[config.mk]
export PLATFORM = sky130hd
export DESIGN_NAME = bmp280_spi_responder
export DESIGN_NICKNAME = d
export VERILOG_FILES = /design/src/rtl/bmp280_pkg.sv /design/src/rtl/bmp280_spi_responder_spi_sync_edge.sv /design/src/rtl/bmp280_spi_responder.sv
export SDC_FILE = /design/constraint.sdc
export NUM_CORES = 1
export LEC_CHECK = 0
export CORE_MARGIN = 2
export CORE_UTILIZATION = 40
export DETAILED_ROUTE_END_ITERATION = 7
export PLACE_DENSITY = 0.65
export SLEW_MARGIN = 20
export SYNTH_ARGS = -nofsm -noshare
export SYNTH_HDL_FRONTEND = slang
export SYNTH_SLANG_ARGS = --single-unit
[constraint.sdc]
create_clock -name clk -period 13.7 [get_ports clk]
set_clock_uncertainty 0.1 [all_clocks]
set_input_delay 2.74 -clock clk [delete_from_list [all_inputs] [get_ports clk]]
set_output_delay 2.74 -clock clk [all_outputs]
set_load 0.03 [all_outputs]
[src/rtl/bmp280_pkg.sv]
// Shared register map and FSM encoding for the BMP280 SPI responder.
package bmp280_pkg;

   localparam logic [6:0] CALIB_T1_LSB   = 7'h08;
   localparam logic [6:0] CALIB_T1_MSB   = 7'h09;
   localparam logic [6:0] CALIB_T2_LSB   = 7'h0A;
   localparam logic [6:0] CALIB_T2_MSB   = 7'h0B;
   localparam logic [6:0] CALIB_T3_LSB   = 7'h0C;
   localparam logic [6:0] CALIB_T3_MSB   = 7'h0D;
   localparam logic [6:0] CHIP_ID_ADDR   = 7'h50;
   localparam logic [6:0] RESET_ADDR     = 7'h60;
   localparam logic [6:0] CTRL_MEAS_ADDR = 7'h74;
   localparam logic [6:0] CONFIG_ADDR    = 7'h75;
   localparam logic [6:0] TEMP_MSB_ADDR  = 7'h7A;
   localparam logic [6:0] TEMP_LSB_ADDR  = 7'h7B;
   localparam logic [6:0] TEMP_XLSB_ADDR = 7'h7C;

   localparam logic [7:0] SOFT_RESET_VAL = 8'hB6;

   localparam logic [1:0] ST_IDLE = 2'd0;
   localparam logic [1:0] ST_CTRL = 2'd1;
   localparam logic [1:0] ST_WR   = 2'd2;
   localparam logic [1:0] ST_RD   = 2'd3;

endpackage

[src/rtl/bmp280_spi_responder_spi_sync_edge.sv]
// Synchronizes the SPI pins into clk and flags sclk/cs_n edges; mosi is delayed to match.
module spi_sync_edge #(
   parameter int SYNC_STAGES = 2
) (
   input  logic clk,
   input  logic rst_n,
   input  logic sclk_i,
   input  logic cs_n_i,
   input  logic mosi_i,
   output logic sclk_rise_o,
   output logic sclk_fall_o,
   output logic cs_fall_o,
   output logic cs_rise_o,
   output logic cs_n_s_o,
   output logic mosi_s_o
);

   logic [SYNC_STAGES-1:0] sclk_sync_q;
   logic [SYNC_STAGES-1:0] cs_sync_q;
   logic [SYNC_STAGES-1:0] mosi_sync_q;
   logic                   sclk_prev_q;
   logic                   cs_prev_q;

   always_ff @(posedge clk) begin
      if (!rst_n) begin
         sclk_sync_q <= '0;
         cs_sync_q   <= '1;
         mosi_sync_q <= '0;
         sclk_prev_q <= 1'b0;
         cs_prev_q   <= 1'b1;
      end else begin
         sclk_sync_q <= {sclk_sync_q[SYNC_STAGES-2:0], sclk_i};
         cs_sync_q   <= {cs_sync_q[SYNC_STAGES-2:0], cs_n_i};
         mosi_sync_q <= {mosi_sync_q[SYNC_STAGES-2:0], mosi_i};
         sclk_prev_q <= sclk_sync_q[SYNC_STAGES-1];
         cs_prev_q   <= cs_sync_q[SYNC_STAGES-1];
      end
   end

   assign sclk_rise_o = sclk_sync_q[SYNC_STAGES-1] & ~sclk_prev_q;
   assign sclk_fall_o = ~sclk_sync_q[SYNC_STAGES-1] & sclk_prev_q;
   assign cs_fall_o   = ~cs_sync_q[SYNC_STAGES-1] & cs_prev_q;
   assign cs_rise_o   = cs_sync_q[SYNC_STAGES-1] & ~cs_prev_q;
   assign cs_n_s_o    = cs_sync_q[SYNC_STAGES-1];
   assign mosi_s_o    = mosi_sync_q[SYNC_STAGES-1];

endmodule

[src/rtl/bmp280_spi_responder.sv]
// BMP280-style SPI mode-0 register responder with snapshot-consistent burst reads.
// Optional BMP_SOFT_RESET_EN: writing 0xB6 to 0x60 clears ctrl_meas and config_reg.
module bmp280_spi_responder
   import bmp280_pkg::*;
#(
   parameter int         DATA_WIDTH_SPI = 8,
   parameter logic [7:0] CHIP_ID        = 8'h58,
   parameter int         SYNC_STAGES    = 2
) (
   input  logic        clk,
   input  logic        rst_n,
   input  logic        sclk,
   input  logic        cs_n,
   input  logic        mosi,
   output logic        miso,
   output logic        miso_oe,
   input  logic [19:0] raw_temp,
   input  logic [15:0] dig_t1,
   input  logic [15:0] dig_t2,
   input  logic [15:0] dig_t3,
   output logic [7:0]  ctrl_meas,
   output logic [7:0]  config_reg,
   output logic        reg_wr_stb,
   output logic [6:0]  reg_wr_addr,
   output logic        busy
);

   logic sclk_rise, sclk_fall, cs_fall, cs_rise, cs_n_s, mosi_s;

   spi_sync_edge #(.SYNC_STAGES(SYNC_STAGES)) u_sync (
      .clk        (clk),
      .rst_n      (rst_n),
      .sclk_i     (sclk),
      .cs_n_i     (cs_n),
      .mosi_i     (mosi),
      .sclk_rise_o(sclk_rise),
      .sclk_fall_o(sclk_fall),
      .cs_fall_o  (cs_fall),
      .cs_rise_o  (cs_rise),
      .cs_n_s_o   (cs_n_s),
      .mosi_s_o   (mosi_s)
   );

   logic [1:0]                state_q, state_d;
   logic [2:0]                bitcnt_q, bitcnt_d;
   logic                      miso_q, miso_d;
   logic                      oe_q, oe_d;
   logic [7:0]                ctrl_q, ctrl_d;
   logic [7:0]                cfg_q, cfg_d;
   logic                      stb_q, stb_d;
   logic [6:0]                wr_addr_q, wr_addr_d;
   logic [DATA_WIDTH_SPI-2:0] rx_q, rx_d;
   logic [DATA_WIDTH_SPI-1:0] tx_q, tx_d;
   logic [6:0]                addr_q, addr_d;
   logic [19:0]               temp_sh_q, temp_sh_d;
   logic [15:0]               t1_sh_q, t1_sh_d, t2_sh_q, t2_sh_d, t3_sh_q, t3_sh_d;
   logic [DATA_WIDTH_SPI-1:0] byte_in;
`ifdef BMP_SOFT_RESET_EN
   logic                      soft_pend_q, soft_pend_d;
`endif

   assign byte_in = {rx_q, mosi_s};

   function automatic logic [7:0] rd_byte(input logic [6:0] a, input logic [19:0] t,
                                          input logic [15:0] c1, input logic [15:0] c2,
                                          input logic [15:0] c3, input logic [7:0] cm,
                                          input logic [7:0] cf);
      logic [7:0] r;
      r = 8'h00;
      case (a)
         CALIB_T1_LSB:   r = c1[7:0];
         CALIB_T1_MSB:   r = c1[15:8];
         CALIB_T2_LSB:   r = c2[7:0];
         CALIB_T2_MSB:   r = c2[15:8];
         CALIB_T3_LSB:   r = c3[7:0];
         CALIB_T3_MSB:   r = c3[15:8];
         CHIP_ID_ADDR:   r = CHIP_ID;
         CTRL_MEAS_ADDR: r = cm;
         CONFIG_ADDR:    r = cf;
         TEMP_MSB_ADDR:  r = t[19:12];
         TEMP_LSB_ADDR:  r = t[11:4];
         TEMP_XLSB_ADDR: r = {t[3:0], 4'h0};
         default:        r = 8'h00;
      endcase
      return r;
   endfunction

   always_comb begin
      state_d   = state_q;
      bitcnt_d  = bitcnt_q;
      miso_d    = miso_q;
      oe_d      = oe_q;
      ctrl_d    = ctrl_q;
      cfg_d     = cfg_q;
      stb_d     = 1'b0;
      wr_addr_d = wr_addr_q;
      rx_d      = rx_q;
      tx_d      = tx_q;
      addr_d    = addr_q;
      temp_sh_d = temp_sh_q;
      t1_sh_d   = t1_sh_q;
      t2_sh_d   = t2_sh_q;
      t3_sh_d   = t3_sh_q;
`ifdef BMP_SOFT_RESET_EN
      soft_pend_d = 1'b0;
      if (soft_pend_q) begin
         ctrl_d = 8'h00;
         cfg_d  = 8'h00;
      end
`endif
      // cs_n release outranks any sclk edge in the same clk, so a closing byte is dropped
      if (cs_rise) begin
         state_d  = ST_IDLE;
         oe_d     = 1'b0;
         miso_d   = 1'b0;
         bitcnt_d = 3'd0;
      end else if (state_q == ST_IDLE) begin
         if (cs_fall) begin
            state_d  = ST_CTRL;
            bitcnt_d = 3'd0;
         end
      end else begin
         if (sclk_fall && state_q == ST_RD) begin
            miso_d = tx_q[DATA_WIDTH_SPI-1];
            tx_d   = {tx_q[DATA_WIDTH_SPI-2:0], 1'b0};
         end
         if (sclk_rise) begin
            rx_d     = byte_in[DATA_WIDTH_SPI-2:0];
            bitcnt_d = bitcnt_q + 3'd1;
            if (bitcnt_q == 3'd7) begin
               case (state_q)
                  ST_CTRL: begin
                     addr_d = byte_in[6:0];
                     if (byte_in[7]) begin
                        temp_sh_d = raw_temp;
                        t1_sh_d   = dig_t1;
                        t2_sh_d   = dig_t2;
                        t3_sh_d   = dig_t3;
                        tx_d      = rd_byte(byte_in[6:0], raw_temp, dig_t1, dig_t2, dig_t3,
                                            ctrl_q, cfg_q);
                        oe_d      = 1'b1;
                        state_d   = ST_RD;
                     end else begin
                        state_d = ST_WR;
                     end
                  end
                  ST_WR: begin
                     state_d = ST_CTRL;
                     if (addr_q == CTRL_MEAS_ADDR) begin
                        ctrl_d    = byte_in;
                        stb_d     = 1'b1;
                        wr_addr_d = addr_q;
                     end else if (addr_q == CONFIG_ADDR) begin
                        cfg_d     = {byte_in[7:2], 1'b0, byte_in[0]};
                        stb_d     = 1'b1;
                        wr_addr_d = addr_q;
                     end
`ifdef BMP_SOFT_RESET_EN
                     else if (addr_q == RESET_ADDR && byte_in == SOFT_RESET_VAL) begin
                        soft_pend_d = 1'b1;
                        stb_d       = 1'b1;
                        wr_addr_d   = RESET_ADDR;
                     end
`endif
                  end
                  default: begin
                     addr_d = addr_q + 7'd1;
                     tx_d   = rd_byte(addr_q + 7'd1, temp_sh_q, t1_sh_q, t2_sh_q, t3_sh_q,
                                      ctrl_q, cfg_q);
                  end
               endcase
            end
         end
      end
   end

   always_ff @(posedge clk) begin
      if (!rst_n) begin
         state_q   <= ST_IDLE;
         bitcnt_q  <= 3'd0;
         miso_q    <= 1'b0;
         oe_q      <= 1'b0;
         ctrl_q    <= 8'h00;
         cfg_q     <= 8'h00;
         stb_q     <= 1'b0;
         wr_addr_q <= 7'h00;
`ifdef BMP_SOFT_RESET_EN
         soft_pend_q <= 1'b0;
`endif
      end else begin
         state_q   <= state_d;
         bitcnt_q  <= bitcnt_d;
         miso_q    <= miso_d;
         oe_q      <= oe_d;
         ctrl_q    <= ctrl_d;
         cfg_q     <= cfg_d;
         stb_q     <= stb_d;
         wr_addr_q <= wr_addr_d;
`ifdef BMP_SOFT_RESET_EN
         soft_pend_q <= soft_pend_d;
`endif
      end
   end

   // Shift and shadow data registers are only consumed after being loaded in a transaction
   always_ff @(posedge clk) begin
      rx_q      <= rx_d;
      tx_q      <= tx_d;
      addr_q    <= addr_d;
      temp_sh_q <= temp_sh_d;
      t1_sh_q   <= t1_sh_d;
      t2_sh_q   <= t2_sh_d;
      t3_sh_q   <= t3_sh_d;
   end

   assign miso        = miso_q;
   assign miso_oe     = oe_q;
   assign ctrl_meas   = ctrl_q;
   assign config_reg  = cfg_q;
   assign reg_wr_stb  = stb_q;
   assign reg_wr_addr = wr_addr_q;
   assign busy        = ~cs_n_s;

endmodule

After elaboration in Yosys (flattened, before gate mapping) --
Index checks and enable logic that the tools add are counted.
Storage, ports and cells: register bits 128, bits in latches 0, RAM bits 0, ROM bits 0, output and inout port bits 27, logic and storage cells 108, memories kept 0
Cells by class: add/sub/neg operators 2, $mul 0, divide/modulo/power cells 0, magnitude comparators 0, equal/unequal tests 31, shift operators 0, muxes and demuxes 21, bitwise logic cells 15, reductions and logical operators 19
Operators with widths (number):
- 8-bit one-hot mux with 12 select lines | 2
- 7-bit == test, second input constant | 14
- 7-bit by 4-bit == test with 1-bit output, second input constant | 12
- 8-bit two-way mux | 4
- 6-bit AND reduction | 3
- 8-bit one-hot mux with 2 select lines | 1
- 7-bit two-way mux | 2
- 7-bit one-hot mux with 2 select lines | 1
- 1-bit inverter | 11
- 5-bit AND reduction | 2
- 3-bit two-way mux | 3
- 2-bit two-way mux | 4
- 7-bit by 1-bit adder with 7-bit output, second input constant | 1
- 7-bit AND reduction | 1
- 2-bit AND reduction | 3
- 2-bit nonzero test | 3
- 6-bit OR reduction | 1
- 1-bit bitwise AND | 4
- 2-bit == test, second input constant | 2
- 2-bit one-hot mux with 2 select lines | 1
- 4-bit AND reduction | 1
- 3-bit by 1-bit adder with 3-bit output, second input constant | 1
- 3-bit == test, second input constant | 1
- 1-bit two-way mux | 3
- other kinds (7) | 7

Logic depth before layout (Yosys ltp) --
Gate-level depths: netlist of the first run.
word-level depth 8, depth in mapped cells 11, depth with buffers taken out 9

Hierarchy --
A second synthesis of the first run with hierarchy kept.
Second synthesis, totals: cell total of the unflattened synthesis 591, area total of the unflattened synthesis 6575.1 um^2
By module, submodules not included:
- bmp280_spi_responder | instances 1, cells each 571, area each 6339.8 um^2
- spi_sync_edge | instances 1, cells each 20, area each 235.2 um^2

Worst setup path after synthesis of the first run --
No wires, ideal clock.
path kind reg-to-reg, from register state_q[0], to register t1_sh_q[0], enable pin, library setup time 494 ps, arrival 4310 ps, data required time 13106 ps, slack 8796 ps, cell stages (with the launch flop) 7, period minus slack after synthesis 4904 ps, cells stage by stage dfxtp_1 inv_1 ha_1 clkbuf_1 nor2_1 nand2_1 nor2_1
On the way: longest elaborated chain between the ends 3
Ends and longest elaborated chain:
- start, declared | line bmp280_spi_responder.sv:44 | logic [1:0] state_q, state_d;
- start signal, assigned | line bmp280_spi_responder.sv:191 | state_q <= state_d;
- 2-bit zero test | line bmp280_spi_responder.sv:117 | end else if (state_q == ST_IDLE) begin
- 1-bit inverter (no source line)
- 6-bit AND reduction (no source line) (*)
- end signal, assigned | line bmp280_spi_responder.sv:211 | t1_sh_q <= t1_sh_d;
- end, declared | line bmp280_spi_responder.sv:56 | logic [15:0] t1_sh_q, t1_sh_d, t2_sh_q, t2_sh_d, t3_sh_q, t3_sh_d;
Every way passes the cells marked *; elsewhere a longest branch is shown, timed or not. A chain may end at the register's enable or synchronous reset.

Final worst setup path of the first run --
from register cfg_q[4] (netlist: config_reg[4]), to output config_reg[4]
RTL lines:
- start, declared | line bmp280_spi_responder.sv:49 | logic [7:0] cfg_q, cfg_d;
- start signal, assigned | line bmp280_spi_responder.sv:196 | cfg_q <= cfg_d;
- end, declared | line bmp280_spi_responder.sv:22 | output logic [7:0] config_reg,
No word-level cell between the ends.

==> results, run 1 <==
- The library cell occupying the most area in the post-synthesis netlist is sky130_fd_sc_hd__edfxtp_1.
- The run finished with clean final reports.
- In this run, post-CTS hold repair placed 0 buffers.
- The dominant register cell in the synthesized netlist is sky130_fd_sc_hd__edfxtp_1.
- The die is 134 µm tall.
- The number of placed instances, taps included, is 898.
- The mapped netlist covers 6800 µm².
- The time the final worst path needs with I/O delays and setup is 4.51 ns.
- The sum of routed wire length over all layers is 21,700 µm.
- The most numerous cell in the Yosys netlist is sky130_fd_sc_hd__edfxtp_1.
- The initial cell density of the core is 0.410.
- Measured against its own limit, the worst slew margin works out to 0.209.
- Traced cell by cell, the critical path runs through clkdlybuf4s50_1.
- The required time of the critical path is 10.86 ns.
- The number of buffers added on ports is 98.
- The tree is rooted in a sky130_fd_sc_hd__clkbuf_16.
- Setup total negative slack on the finished layout was measured at 0 ns.
- The number of register bits inferred by synthesis is 128.
- The number of flip-flops under the largest register name is 20.
- A synthesized cell averages 10.9 µm².
- The number of synthesis warnings is 0.
- The standard-cell row count is 47.
- The end point of the critical path is config_reg[4].
- The data arrival time of the critical path is 1.67 ns.
- The number of diodes is 0.
- The path type of the worst min-delay path is flop to flop.
- The share of synthesized area in the top cell type comes to 0.397.
- The net count after synthesis is 710.
- The I/O pin count is 100.
- The peak ir drop on the vdd network is 102 µV.
- The core footprint is 16,600 µm².
- At the pin with the least slew margin, the transition time is 1.19 ns.
- The critical path startpoint is config_reg[4].
- The CTS H-tree depth is 4.
- For this run, the top clock speed supported by timing is 222 MHz.
- The initial antenna violation count came to 0.
- The count of buffer and inverter cells on the critical path is 1.
- In this run the critical register-to-register path is launched from addr_q[0].
- Setup violations remaining at the end of the flow were counted as 0.
- In the synthesized netlist, the cells that appear most often are sky130_fd_sc_hd__edfxtp_1, sky130_fd_sc_hd__nand2_1, sky130_fd_sc_hd__nor2_1.
- The worst register-to-register path ends at tx_q[5].
- The worst-path maximum fanout is 4.
- Clock-pin slew was measured on the worst setup and hold paths at 0.06 ns.
- Setup repair after global routing left no endpoint under its margin.
- The first-pass GRT wire length is 32,800 µm.
- Counting the buffers created by CTS gives 17.
- At the later pin of the worst-skew pair, clock insertion delay measures 0.44 ns.
- The final worst-path cycle share is 0.329.
- The share of the Yosys chip area taken by registers is 0.509.
- The kind of cell with the highest combined delay along the critical path is buffers and inverters.
- TritonCTS built the clock tree.
- Summed over all cells, the static leakage comes to 2.84 nW.
- The horizontal die dimension is 134 µm.
- The master of the slowest instance on the critical path is sky130_fd_sc_hd__clkdlybuf4s50_1.
- Yosys attributes the largest share of cell area to sky130_fd_sc_hd__edfxtp_1, sky130_fd_sc_hd__dfxtp_1, sky130_fd_sc_hd__mux2i_1.
- After synthesis, the share of flip-flops with an asynchronous set or reset is 0.
- The number of gates resized after cts is 0.
- The placer congestion estimate is 0.962.
- The count of vias placed by the detailed router is 5,784.
- The hold violation count in the final report is 0.
- Detailed placement ended at an HPWL of 14,800 µm.
- The distinct cell type count of the synthesized netlist is 77.
- The synthesized design contains 90 enable-type register cells.
- The worst reg-to-reg setup slack is 9.89 ns.
- The number of non-filler instances in the completed layout is 930.
- The final max-slew violation count is 0.
- The worst setup path is captured at an output port.
- The number of vias per cell after detailed routing is 6.22.
- The fraction of final layout cells sized beyond drive strength 1 is 0.106.
- The overall fraction of global-route tracks in use is 0.243.
- After detailed placement, the total cell area comes to 7850 µm².
- Across the run, the number of max-cap violations was 0.
- The number of buffers added for setup after CTS is 0.
- Entering global routing, the biggest net connects 69 pins.
- The maximum root-to-sink buffer count is 2.
- The number of cells on the critical path is 1.
- The area growth from synthesis to layout is 23.9%.
- The detail route stage leaves a number of antenna-violating nets equal to 0.
- STA classifies the critical path startpoint as a flop.
- The first detailed-routing pass took 6 iterations.
- At the end of the flow, the number of nets in the layout was 783.
- The clock sink count is 128.
- The biggest cell delay along the critical path is 0.74 ns.
- The power density over the cells is 108 nW/µm².
- The via count of the first global-routing pass was 5,575.
- The register with the most flip-flops in the final layout is temp_sh_q.
- The post-route cell area is 8430 µm².
- Synthesis produced 624 cells.
- For this run, design rule violations remaining after detail routing come to 0.
- In this run, the number of DRC markers left after iteration 0 of detailed routing was 710.
- The type of the setup path with the least slack is flop to output port.
- The overall overflow remaining after global route is 0.
- The floorplan die area is 18,100 µm².
- After detailed routing, the average wire length per cell comes to 23.3 µm.
- For the worst flop-to-flop path, the logic depth is 8.
-- worst min-delay path by stage --
stage                        start  depth (start not counted)                  end  slack (ns)
2_1_floorplan  u_sync.cs_sync_q[0]                          1  u_sync.cs_sync_q[1]        0.29
3_3_place_gp   u_sync.cs_sync_q[0]                          1  u_sync.cs_sync_q[1]        0.29
3_5_place_dp   u_sync.cs_sync_q[0]                          1  u_sync.cs_sync_q[1]        0.29
4_1_cts        u_sync.cs_sync_q[0]                          1  u_sync.cs_sync_q[1]        0.31
5_1_grt        u_sync.cs_sync_q[0]                          1  u_sync.cs_sync_q[1]        0.32
6_report       u_sync.cs_sync_q[0]                          1  u_sync.cs_sync_q[1]        0.31
-- cell families after synthesis --
family / Yosys count / synth area share
adders and majority gates: 13 / 0.0239
AOI/OAI and AO/OA: 177 / 0.199
other: 1 / 0.000551
muxes: 38 / 0.0599
buffers and inverters: 61 / 0.0454
and+or+nand+nor: 201 / 0.156
DFF: 128 / 0.509
xor gates and xnor gates: 5 / 0.00644
-- report_power, final --
part | switching (mW) | internal (mW) | total, mW
combinational | 0.0197 | 0.0256 | 0.0453
sequential | 0.00147 | 0.415 | 0.416
clock | 0.193 | 0.254 | 0.447
-- final cells by class --
cell class              count  area, µm²
inverters                  12       45.0
fillers                  1517       8150
flip-flops and latches    128       3460
multi-input cells         435       3050
clock buffers              19        464
clock inverters            13        115
repair buffers            103       1020
well taps                 220        275
-- per-layer routing --
| layer | share of wire | track usage |
|---|---|---|
| met1 | 0.42 | 0.332 |
| met2 | 0.44 | 0.367 |
| met3 | 0.11 | 0.0726 |
| met4 | 0.029 | 0.0883 |
| met5 | 0 | 0 |
-- placed cells by master, fill, tap and decap left out, types with 3 or more instances in the layout --
master / instances
sky130_fd_sc_hd__a21boi_0: 9
sky130_fd_sc_hd__a21oi_1: 19
sky130_fd_sc_hd__a221oi_1: 15
sky130_fd_sc_hd__a22o_1: 8
sky130_fd_sc_hd__a22oi_1: 33
sky130_fd_sc_hd__a31oi_1: 11
sky130_fd_sc_hd__a32o_1: 3
sky130_fd_sc_hd__a32oi_1: 7
sky130_fd_sc_hd__and2_1: 8
sky130_fd_sc_hd__and3_1: 10
sky130_fd_sc_hd__buf_4: 5
sky130_fd_sc_hd__clkbuf_16: 18
sky130_fd_sc_hd__clkdlybuf4s50_1: 98
sky130_fd_sc_hd__clkinv_4: 3
sky130_fd_sc_hd__dfxtp_1: 38
sky130_fd_sc_hd__edfxtp_1: 90
sky130_fd_sc_hd__ha_1: 13
sky130_fd_sc_hd__inv_1: 12
sky130_fd_sc_hd__inv_6: 3
sky130_fd_sc_hd__inv_8: 4
sky130_fd_sc_hd__mux2_2: 12
sky130_fd_sc_hd__mux2i_1: 25
sky130_fd_sc_hd__nand2_1: 42
sky130_fd_sc_hd__nand2b_1: 6
sky130_fd_sc_hd__nand3_1: 36
sky130_fd_sc_hd__nand3b_1: 5
sky130_fd_sc_hd__nand4_1: 4
sky130_fd_sc_hd__nor2_1: 40
sky130_fd_sc_hd__nor2b_1: 15
sky130_fd_sc_hd__nor3_1: 13
sky130_fd_sc_hd__o2111ai_1: 3
sky130_fd_sc_hd__o211ai_1: 5
sky130_fd_sc_hd__o21a_1: 6
sky130_fd_sc_hd__o21ai_0: 21
sky130_fd_sc_hd__o221ai_1: 6
sky130_fd_sc_hd__o22ai_1: 7
sky130_fd_sc_hd__xor2_1: 3
-- stage by stage --
step | hold slack, ns | worst slack, ns | total power [mW] | util
2_1_floorplan | 0.286 | 8.80 | 0.439 | -
3_3_place_gp | 0.292 | 9.08 | 0.468 | 0.473
3_5_place_dp | 0.291 | 8.96 | 0.469 | 0.473
4_1_cts | 0.306 | 9.20 | 0.912 | 0.508
5_1_grt | 0.319 | 9.14 | 0.932 | 0.508
6_report | 0.306 | 9.19 | 0.909 | 0.508
Power figures use the tool's default switching activity.
==> inputs of run 2 (changes only) <==
Clock period 13.7 ns to 4.49 ns, I/O delays scaled along.
==> run 2 against run 1 <==
Net effect: cell area up 0.85%; power rose to 3.1 times the previous value; routed wire length up 6.0%; utilization up 0.43 points; clock power rose to 3.1 times the previous value; worst hold slack better by 0.0015 ns; setup slack worse by 8.3 ns; non-clock buffer count up 7; first-iteration DRC count down 19%; sequential power rose to 3.1 times the previous value; register-to-register slack worse by 9.0 ns; critical path type is now flop to flop.
==> results, run 2 (synthesized netlist as in run 1, its figures left out) <==
- The data arrival time of the critical path is 3.64 ns.
- The final-layout setup total negative slack is 0 ns.
- In this run the post-CTS setup repair buffer count came out at 0.
- The power density over the cells is 330 nW/µm².
- The actual slew at the worst max-slew pin is 1.13 ns.
- After clock tree synthesis, the clock-pin slew on the worst setup and hold paths is 0.06 ns.
- Ranked by flip-flop count, first place goes to temp_sh_q.
- The finished layout holds 937 standard cells, fillers aside.
- Dividing the detail-routed via count by the number of cells gives 6.11.
- The via count of the first global-routing pass came to 5,493.
- The path type of the worst min-delay path is flop to flop.
- The endpoint class of the critical path is a flop.
- The worst slack on hold paths is 0.307 ns.
- The total instance count after detailed placement is 905.
- The first global-routing pass estimated 34,400 µm of wire.
- The number of antenna-violating nets in the routed design is 0.
- The I/O pin count is 100.
- The iteration count of the initial detailed-routing pass is 5.
- Leaving out fill and tap cells, the most frequent cell in the layout is sky130_fd_sc_hd__clkdlybuf4s50_1.
- Of the cells placed in the final design, the portion with a size suffix greater than 1 is 0.109.
- The flow ran to the end, and the final reports show no timing, DRC or antenna violations.
- The CTS tree is built.
- Derived from the worst setup path, the maximum achievable clock frequency is 277 MHz.
- The congestion estimate from routability-driven global placement came to 0.913.
- The final max-slew violation count is 0.
- The worst-path maximum fanout is 27.
- The number of diodes is 0.
- At the worst endpoint, the required time is 4.52 ns.
- For this design, the slowest cell found on the critical path is sky130_fd_sc_hd__ha_1.
- The clock sink count is 128.
- Max-cap violations in this run came to 0.
- Counting cells, the worst reg-to-reg path comes to 8.
- The number of flip-flops under the largest register name is 20.
- The worst-case IR drop observed on VDD is 273 µV.
- The signal on the critical path passes through ha_1, nor2b_1, a32oi_4, nor2_4, a21oi_4, a21boi_4, o311ai_4, o221ai_1.
- The final setup violation count is 0.
- The setup path with the least slack is of type flop to flop.
- After floorplanning, the core was divided into 47 placement rows.
- The total overflow left after global routing is 0.
- The reg-to-reg endpoint is tx_q[5].
- The path with the worst hold slack has its endpoint at u_sync.cs_sync_q[1].
- The source-to-sink clock delay at the later pin of the worst-skew pair is 0.42 ns.
- Entering global routing, the biggest net connects 60 pins.
- In this run the most critical hold path is launched from u_sync.cs_sync_q[0].
- Setup repair after global routing left no endpoint under its margin.
- The overall fraction of global-route tracks in use is 0.255.
- Once detailed placement completed, the half-perimeter wirelength came to 16,500 µm.
- In this run, post-CTS repair resized a total of 0 instances.
- The initial antenna violation count was 0.
- The CTS H-tree depth is 4.
- The maximum root-to-sink buffer count is 2.
- The number of buffers added on ports is 98.
- The total leakage power is 2.88 nW.
- The dominant delay contributor by cell family on the critical path is compound AO/OA/AOI/OAI gates.
- The net count reported at finish is 790.
- For this configuration, the core starts out at a cell density of 0.410.
- Measured along the x axis, the die boundary spans 134 µm.
- The relative slew slack is 0.247.
- Counting the buffers created by CTS gives 17.
- The hold violation count in the final report came to 0.
- The synthesis-to-finish area growth is 25.0%.
- The core footprint is 16,600 µm².
- The setup check on the worst reg-to-reg path leaves a slack of 0.88 ns.
- The count of buffer and inverter cells on the critical path is 0.
- The worst flop-to-flop path startpoint is addr_q[0].
- For this block, the routed nets add up to 23,000 µm of wire.
- The master cell of the clock root buffer is sky130_fd_sc_hd__clkbuf_16.
- The kind of start point of the critical path is a flop.
- The biggest cell delay along the critical path is 0.88 ns.
- Leaving out fill and tap cells, the most frequent cells in the layout are sky130_fd_sc_hd__clkdlybuf4s50_1, sky130_fd_sc_hd__edfxtp_1, sky130_fd_sc_hd__nand2_1.
- The post-cts hold buffer count is 0.
- After detailed routing, the average wire length per cell comes to 24.5 µm.
- The time the final worst path needs with I/O delays and setup is 3.61 ns.
- The floorplan step defined a die boundary enclosing 18,100 µm².
- Fill cells in the final layout number 1,505.
- The die span in y is 134 µm.
- The first-iteration detailed-routing DRC count is 578.
- The final worst-path cycle share is 0.804.
- The count of vias placed by the detailed router is 5,729.
- The residual DRC count is 0.
- The hold path depth is 1.
- The number of cells on the critical path is 8.
-- run 2: cell types whose count changed in the layout (fill, tap and decap cells not counted), sizes merged --
| cell | previous run | this run |
|---|---|---|
| buf | 5 | 12 |
| clkbuf | 19 | 24 |
| clkinv | 4 | 3 |
| inv | 21 | 17 |
-- run 2: where the power goes --
group          internal (mW)  total, mW  leakage [nW]  switching, mW
combinational         0.0793      0.140          1.48         0.0610
clock                  0.846       1.39         0.297          0.548
sequential              1.27       1.27          1.10        0.00580
total                   2.19       2.81          2.88          0.615
-- run 2: per-stage QoR --
step	instance area, µm²	total power, mW	setup slack [ns]	util
floorplan	6810	1.34	0.712	-
global placement	7910	1.43	1.04	0.477
detailed placement	7910	1.44	0.930	0.477
CTS	8500	2.81	0.901	0.513
global route	8500	2.87	0.592	0.513
finish	8500	2.81	0.882	0.513
-- run 2: how the worst max path moves through the flow --
stage	end	startpoint
global placement	tx_q[4]	addr_q[0]
global route	tx_q[2]	addr_q[0]
finish	tx_q[5]	addr_q[0]
detailed placement	tx_q[5]	addr_q[0]
CTS	tx_q[5]	addr_q[0]
floorplan	t1_sh_q[0]	state_q[0]
-- run 2: final cells by class --
cell class              instances  area (µm²)  share of cell area
flip-flops and latches        128        3460               0.407
inverters                      12        45.0             0.00530
repair buffers                110        1080               0.127
clock inverters                 8        60.1             0.00706
clock buffers                  24         537              0.0631
well taps                     220         275              0.0324
multi-input cells             435        3040               0.357
-- run 2: worst reg2reg max path: stages (launching register included) --
cell and delay (ns):
sky130_fd_sc_hd__edfxtp_1 0.61, sky130_fd_sc_hd__ha_1 0.89, sky130_fd_sc_hd__nor2b_1 0.28, sky130_fd_sc_hd__a32oi_4 0.50
sky130_fd_sc_hd__nor2_4 0.06, sky130_fd_sc_hd__a21oi_4 0.14, sky130_fd_sc_hd__a21boi_4 0.08, sky130_fd_sc_hd__o311ai_4 0.47
sky130_fd_sc_hd__o221ai_1 0.20
-- run 2: per-layer routing --
layer  vias up  track usage  wire, µm
li1       2563            -         -
met1      2792        0.355     10000
met2       318        0.393     10400
met3        56       0.0608      2040
met4         0       0.0830       529
met5         -            0         0
==> patch 1, RTL diff (config.mk and constraints of run 2) <==
Add a define of `BMP_SOFT_RESET_EN`.
--- a/src/rtl/bmp280_spi_responder.sv
+++ b/src/rtl/bmp280_spi_responder.sv
@@ -1,5 +1,7 @@
 // BMP280-style SPI mode-0 register responder with snapshot-consistent burst reads.
 // Optional BMP_SOFT_RESET_EN: writing 0xB6 to 0x60 clears ctrl_meas and config_reg.
+`define BMP_SOFT_RESET_EN
+
 module bmp280_spi_responder
    import bmp280_pkg::*;
 #(
Check against the original RTL: no difference found for any inputs over 4 cycles, from zero or initial values and one cycle with rst_n low; that may be too few to reach the edited logic, so the function may still have changed.
==> patch 1 against run 2 <==
Power grew 4.1%; routed wire length down 11%; sequential cell count rose by 2; setup slack better by 0.65 ns; final area shrank 1.9%; largest cell class unchanged; synthesized cell count shrank 6.9%; area after synthesis is 3.2% lower.
==> patch 1: results (changes against run 2) <==
stage,metric,value,unit,change
outcome,status,finished clean,,unchanged
place,I/O Buffers,99,,was 98
layout,Largest Register,temp_sh_q,,unchanged
yosys,synth top area cells,"edfxtp_1 41%, dfxtp_1 12%, a22oi_1 3.4%, nand2_1 2.7%, nor2_1 2.6%",,"was edfxtp_1 40%, dfxtp_1 11%, mux2i_1 3.7%, a22oi_1 3.6%, nand3_1 2.6%"
global_route,largest net degree at the start of global routing,69,,was 60
hold_path,worst min path class,reg -> reg,,unchanged
clocking,Worst-Skew Late Latency,0.43,ns,
route,drt initial violations,629,,was 578
sta,Worst slew margin,29.34,%,was 24.67%
global_route,number of global-route vias before repair,5363,,was 5493
place,"Cell Area, Placed",7696,sq um,was 7906 sq um
clocking,CTS Buffer Depth,2,,unchanged
route,Avg WL per Cell,22.89,um,was 24.53 um
clocking,clock slew at reported path FFs,0.06,ns,about the same
yosys,"EDFF count, synth",90,,unchanged
route,DR pass1 iterations,5,,unchanged
global_route,first-pass GRT wire length,31130,um,was 34360 um
yosys,Syn Nets,667,,was 710
clocking,Inserted Clock Buffers,17,,unchanged
setup_path,Worst EP arrival,3.16,ns,was 3.64 ns
yosys,Netlist cell types,82,,was 77
clocking,CTS H-tree depth,4,,unchanged
layout,Antenna diodes,0,,unchanged
place,detailed placer's ending HPWL,14680,um,was 16530 um
yosys,ys async rst share,0,%,unchanged
global_route,GR Util All Layers,23.61,%,was 25.55%
clocking,# resized after CTS,0,,unchanged
clocking,post-CTS setup buffer count,0,,unchanged
yosys,register area share after synthesis,53.19,%,was 50.90%
route,vias per cell,6.052,,was 6.114
power,worst ir drop on vdd,333.7,uV,was 273.2 uV
setup_path,CP Max Fanout,13,,was 27
power,leakage power,2.798,nW,was 2.875 nW
place,GPL Wtd Cong,1.002,,was 0.9130
global_route,antenna violations before repair,0,,unchanged
layout,nets,751,,was 790
clocking,clock root cell,clkbuf_16,,unchanged
layout,fraction of layout cells with a size suffix above 1,10.34,%,was 10.88%
layout,max reg flops,20,,unchanged
yosys,Synth top cells by count,"90 x edfxtp_1, 47 x nand2_1, 46 x nor2_1",,"was 90 x edfxtp_1, 42 x nand2_1, 41 x nor2_1"
yosys,Synth warnings,0,,unchanged
-- patch 1: layout make-up --
| cell class | instances | area (sq um) |
|---|---|---|
| timing repair buffer | 104 | 1028 |
| clock inverter | 13 | 207.7 |
| sequential | 130 | 3503 |
| clock buffer | 18 | 429.2 |
| inverter | 12 | 45.04 |
| multi-input combinational | 400 | 2854 |
| fill | 1434 | 7662 |
| tap | 216 | 270.3 |
-- patch 1: cell families after synthesis --
kind of cell	share of synthesized area (%)
AOI/OAI and AO/OA	18.01
adders and majority gates	2.470
DFF	53.19
muxes	4.673
buffers and inverters	3.723
xor gates and xnor gates	0.6650
and+or+nand+nor	17.27
-- patch 1: path summary, 6_finish.rpt --
check                                                 endpoint                              from  cells after the start  slack [ns]
worst max-delay path                         tx_q[1]$_DFFE_PP_  u_sync.mosi_sync_q[1]$_SDFF_PN0_                      7        1.53
worst min register to register  u_sync.cs_sync_q[1]$_SDFF_PN1_    u_sync.cs_sync_q[0]$_SDFF_PN1_                      1        0.31
worst min-delay path            u_sync.cs_sync_q[1]$_SDFF_PN1_    u_sync.cs_sync_q[0]$_SDFF_PN1_                      1        0.31
worst max register to register               tx_q[1]$_DFFE_PP_  u_sync.mosi_sync_q[1]$_SDFF_PN0_                      7        1.53
-- patch 1: through the flow --
step / cells / setup slack, ns
after floorplan: 581 / 0.1382
after global placement: 862 / 1.556
after detailed placement: 862 / 1.548
after CTS: 893 / 1.591
after global routing: 893 / 1.326
final: 893 / 1.528
-- patch 1: report_power, final --
part | switching, W | internal [W] | total [W]
logic | 0.0000525 | 0.0000746 | 0.000127
registers | 0.00000561 | 0.00128 | 0.00129
clock network | 0.000525 | 0.000981 | 0.00151
total | 0.000583 | 0.00234 | 0.00292
-- patch 1: per-layer routing --
metal	vias to the layer above	share of wire [%]	GRT usage, %	routed length, um
met3	40	8.5	5.998	1747
li1	2413	-	-	-
met4	0	2.9	9.379	585
met1	2667	41	31.09	8341
met2	284	48	37.36	9770
met5	-	0	0	0
-- patch 1: worst max-delay path: stages, from the launching register on --
cell and delay, ns:
dfxtp_1 0.80, buf_4 0.34, nor2b_1 0.36, nor2b_1 0.47, a22oi_1 0.15, and4_1 0.26
o22ai_1 0.18, a311o_1 0.15
==> patch 2, RTL diff (flow settings as in run 2) <==
Made on the original files. Register the input `dig_t1` before use, without a reset. The logic sees it one clock later. The other inputs are not delayed to match.
--- a/src/rtl/bmp280_spi_responder.sv
+++ b/src/rtl/bmp280_spi_responder.sv
@@ -25,6 +25,12 @@
    output logic        busy
 );
 
+   logic [15:0] dig_t1_q;
+
+   always_ff @(posedge clk) begin
+      dig_t1_q <= dig_t1;
+   end
+
    logic sclk_rise, sclk_fall, cs_fall, cs_rise, cs_n_s, mosi_s;
 
    spi_sync_edge #(.SYNC_STAGES(SYNC_STAGES)) u_sync (
@@ -133,10 +139,10 @@
                      addr_d = byte_in[6:0];
                      if (byte_in[7]) begin
                         temp_sh_d = raw_temp;
-                        t1_sh_d   = dig_t1;
+                        t1_sh_d   = dig_t1_q;
                         t2_sh_d   = dig_t2;
                         t3_sh_d   = dig_t3;
-                        tx_d      = rd_byte(byte_in[6:0], raw_temp, dig_t1, dig_t2, dig_t3,
+                        tx_d      = rd_byte(byte_in[6:0], raw_temp, dig_t1_q, dig_t2, dig_t3,
                                             ctrl_q, cfg_q);
                         oe_d      = 1'b1;
                         state_d   = ST_RD;
Function: same outputs for any inputs over 4 cycles, from zero or initial values and one cycle with rst_n low; that may be too few to reach the edited logic, so the function may still have changed.
==> patch 2 against run 2 <==
Final area rose by 0.13%; final cell count decreased by 2.9%; critical path depth is 2 higher; area after synthesis grew 0.24%; routed wire length shrank 6.3%; count of clock-buffer cells in the layout is 1 lower; power is 4.7% higher; setup slack gained 0.064 ns; die area is 0.24% higher; sequential power up 13%; sequential cell count increased by 16; via count decreased by 4.0%; critical path type unchanged; critical endpoint is now config_reg[5]$_SDFFE_PN0P_; largest cell class unchanged.
==> patch 2: results (changes against run 2) <==
stage,metric,value,unit,change
outcome,status,finished clean,,unchanged
clocking,# resized after CTS,0,,unchanged
power,sw frac,21.67,%,was 21.91%
place,detailed placer's ending HPWL,15190,um,was 16530 um
global_route,gr ovfl total,0,,unchanged
place,I/O Buffers,98,,unchanged
place,# placed instances,878,,was 905
yosys,Syn Inst Count,595,,was 624
hold_path,Worst Hold Launch,u_sync.cs_sync_q[0]$_SDFF_PN1_,,unchanged
clocking,post-CTS setup buffer count,0,,unchanged
global_route,met3 usage,7.695,%,was 6.085%
global_route,antenna violations before repair,0,,unchanged
setup_path,Worst Setup Path Type,reg -> reg,,unchanged
route,Avg WL per Cell,23.67,um,was 24.53 um
place,GPL Wtd Cong,0.9517,,was 0.9130
yosys,register area share after synthesis,55.48,%,was 50.90%
layout,Largest Register,temp_sh_q,,unchanged
power,leakage power,2.803,nW,was 2.875 nW
route,drt initial violations,587,,was 578
layout,nets,763,,was 790
global_route,M2 GR Usage,36.39,%,was 39.34%
yosys,"EDFF count, synth",90,,unchanged
power,seq pwr,0.00143,W,was 0.00127 W
yosys,Netlist cell types,79,,was 77
layout,fraction of layout cells with a size suffix above 1,9.275,%,was 10.88%
yosys,Synth top cells by count,"90 x edfxtp_1, 54 x dfxtp_1, 45 x nand2_1",,"was 90 x edfxtp_1, 42 x nand2_1, 41 x nor2_1"
layout,Fillers,1476,,was 1505
yosys,Synth Flop Type,edfxtp_1,,unchanged
setup_path,CP Capture Point,config_reg[5]$_SDFFE_PN0P_,,was tx_q[5]$_DFFE_PP_
global_route,global routing usage on met1,33.80,%,was 35.53%
clocking,Worst-Skew Late Latency,0.43,ns,
layout,max reg flops,20,,unchanged
yosys,Syn Nets,681,,was 710
clocking,clock slew at reported path FFs,0.06,ns,about the same
global_route,largest net degree at the start of global routing,69,,was 60
sta,Worst Tran Pin Value,0.9829,ns,was 1.130 ns
setup_path,worst reg2reg startpoint,state_q[1]$_SDFFE_PP0P_,,was addr_q[0]$_DFFE_PP_
setup_path,Worst R2R Setup Slack,0.95,ns,was 0.88 ns
global_route,GR Util All Layers,24.61,%,was 25.55%
yosys,synth top area cells,"edfxtp_1 40%, dfxtp_1 16%, a22oi_1 4.1%, mux2i_1 2.8%, nand2_1 2.5%",,"was edfxtp_1 40%, dfxtp_1 11%, mux2i_1 3.7%, a22oi_1 3.6%, nand3_1 2.6%"
clocking,CTS H-tree depth,4,,unchanged
yosys,Synth warnings,0,,unchanged
route,detailed-route via count,5501,,was 5729
power,Comb pwr share,4.3,%,was 5.0%
hold_path,worst min path class,reg -> reg,,unchanged
setup_path,reg2reg path depth,10,,was 8
clocking,Inserted Clock Buffers,17,,unchanged
setup_path,CP Max Fanout,11,,was 27
layout,Antenna diodes,0,,unchanged
clocking,clock root cell,clkbuf_16,,unchanged
route,DR pass1 iterations,5,,unchanged
global_route,first-pass GRT wire length,32900,um,was 34360 um
layout,Non-Filler Instances,910,,was 937
clocking,CTS Buffer Depth,2,,unchanged
yosys,ys async rst share,0,%,unchanged
power,worst ir drop on vdd,258.9,uV,was 273.2 uV
## patch 2: changes by cell type in the layout (fill, tap and decap cells not counted), sizes merged, moves of 6 or more
cell,change
inv,-6
dfxtp,+16
mux2i,-6
and3,-7
a22o,+8
nand3,-17
nor2,-13
## patch 2: worst min path at each step
stage                                     end  slack [ns]  cells after the start
2_1_floorplan  u_sync.cs_sync_q[1]$_SDFF_PN1_        0.29                      1
3_3_place_gp   u_sync.cs_sync_q[1]$_SDFF_PN1_        0.29                      1
3_5_place_dp   u_sync.cs_sync_q[1]$_SDFF_PN1_        0.30                      1
4_1_cts        u_sync.cs_sync_q[1]$_SDFF_PN1_        0.31                      1
5_1_grt        u_sync.cs_sync_q[1]$_SDFF_PN1_        0.32                      1
6_report       u_sync.cs_sync_q[1]$_SDFF_PN1_        0.31                      1
## patch 2: cell families (layout without fill, tap and decap cells)
kind of cell    count (synthesis)  after routing  share of synthesized area [%]
simple gates                  176            176                          13.76
fa+ha+maj                      13             13                          2.385
buf+inv                        50            145                          3.522
compound gates                177            177                          19.72
xor+xnor                        5              5                         0.6422
flops                         144            144                          55.48
mux                            29             29                          4.440
other cells                     1              1                        0.05498
## patch 2: per-layer routing
| layer | part of all wire, % | wire [um] | vias to the layer above |
|---|---|---|---|
| met4 | 2.3 | 497 | 0 |
| met5 | 0 | 0 | - |
| met3 | 11 | 2358 | 35 |
| li1 | - | - | 2466 |
| met1 | 43 | 9228 | 2661 |
| met2 | 44 | 9461 | 339 |
## patch 2: per-stage QoR
stage	area [sq um]	worst slack (ns)	hold slack [ns]	power, W	util, %
finish	8514	0.9463	0.3075	0.002936	51.16
global route	8514	0.6357	0.3167	0.003025	51.16
CTS	8512	0.9487	0.3125	0.002954	51.15
detailed placement	7930	0.9975	0.2977	0.001579	47.65
global placement	7930	1.182	0.2907	0.001576	47.65
floorplan	6825	0.09448	0.2863	0.001490	-
## patch 2: cell type report
| cell class | instances | area (sq um) | share of cell area (%) |
|---|---|---|---|
| Tap cell | 220 | 275.3 | 3.233 |
| Clock buffer | 23 | 510.5 | 5.996 |
| Multi-Input combinational cell | 401 | 2810 | 33.01 |
| Sequential cell | 144 | 3784 | 44.44 |
| Clock inverter | 9 | 71.32 | 0.8376 |
| Timing Repair Buffer | 105 | 1033 | 12.14 |
| Inverter | 8 | 30.03 | 0.3527 |
## patch 2: worst max-delay path, cell delays in order (launching register included)
cell and delay [ns]:
dfxtp_1 0.43, inv_1 0.10, ha_1 0.33, nor3b_1 0.46
nor2b_1 0.59, nand2_1 0.16, nor3_1 0.29, buf_4 0.23
and3b_1 0.43, mux2i_1 0.24, nor2b_1 0.07
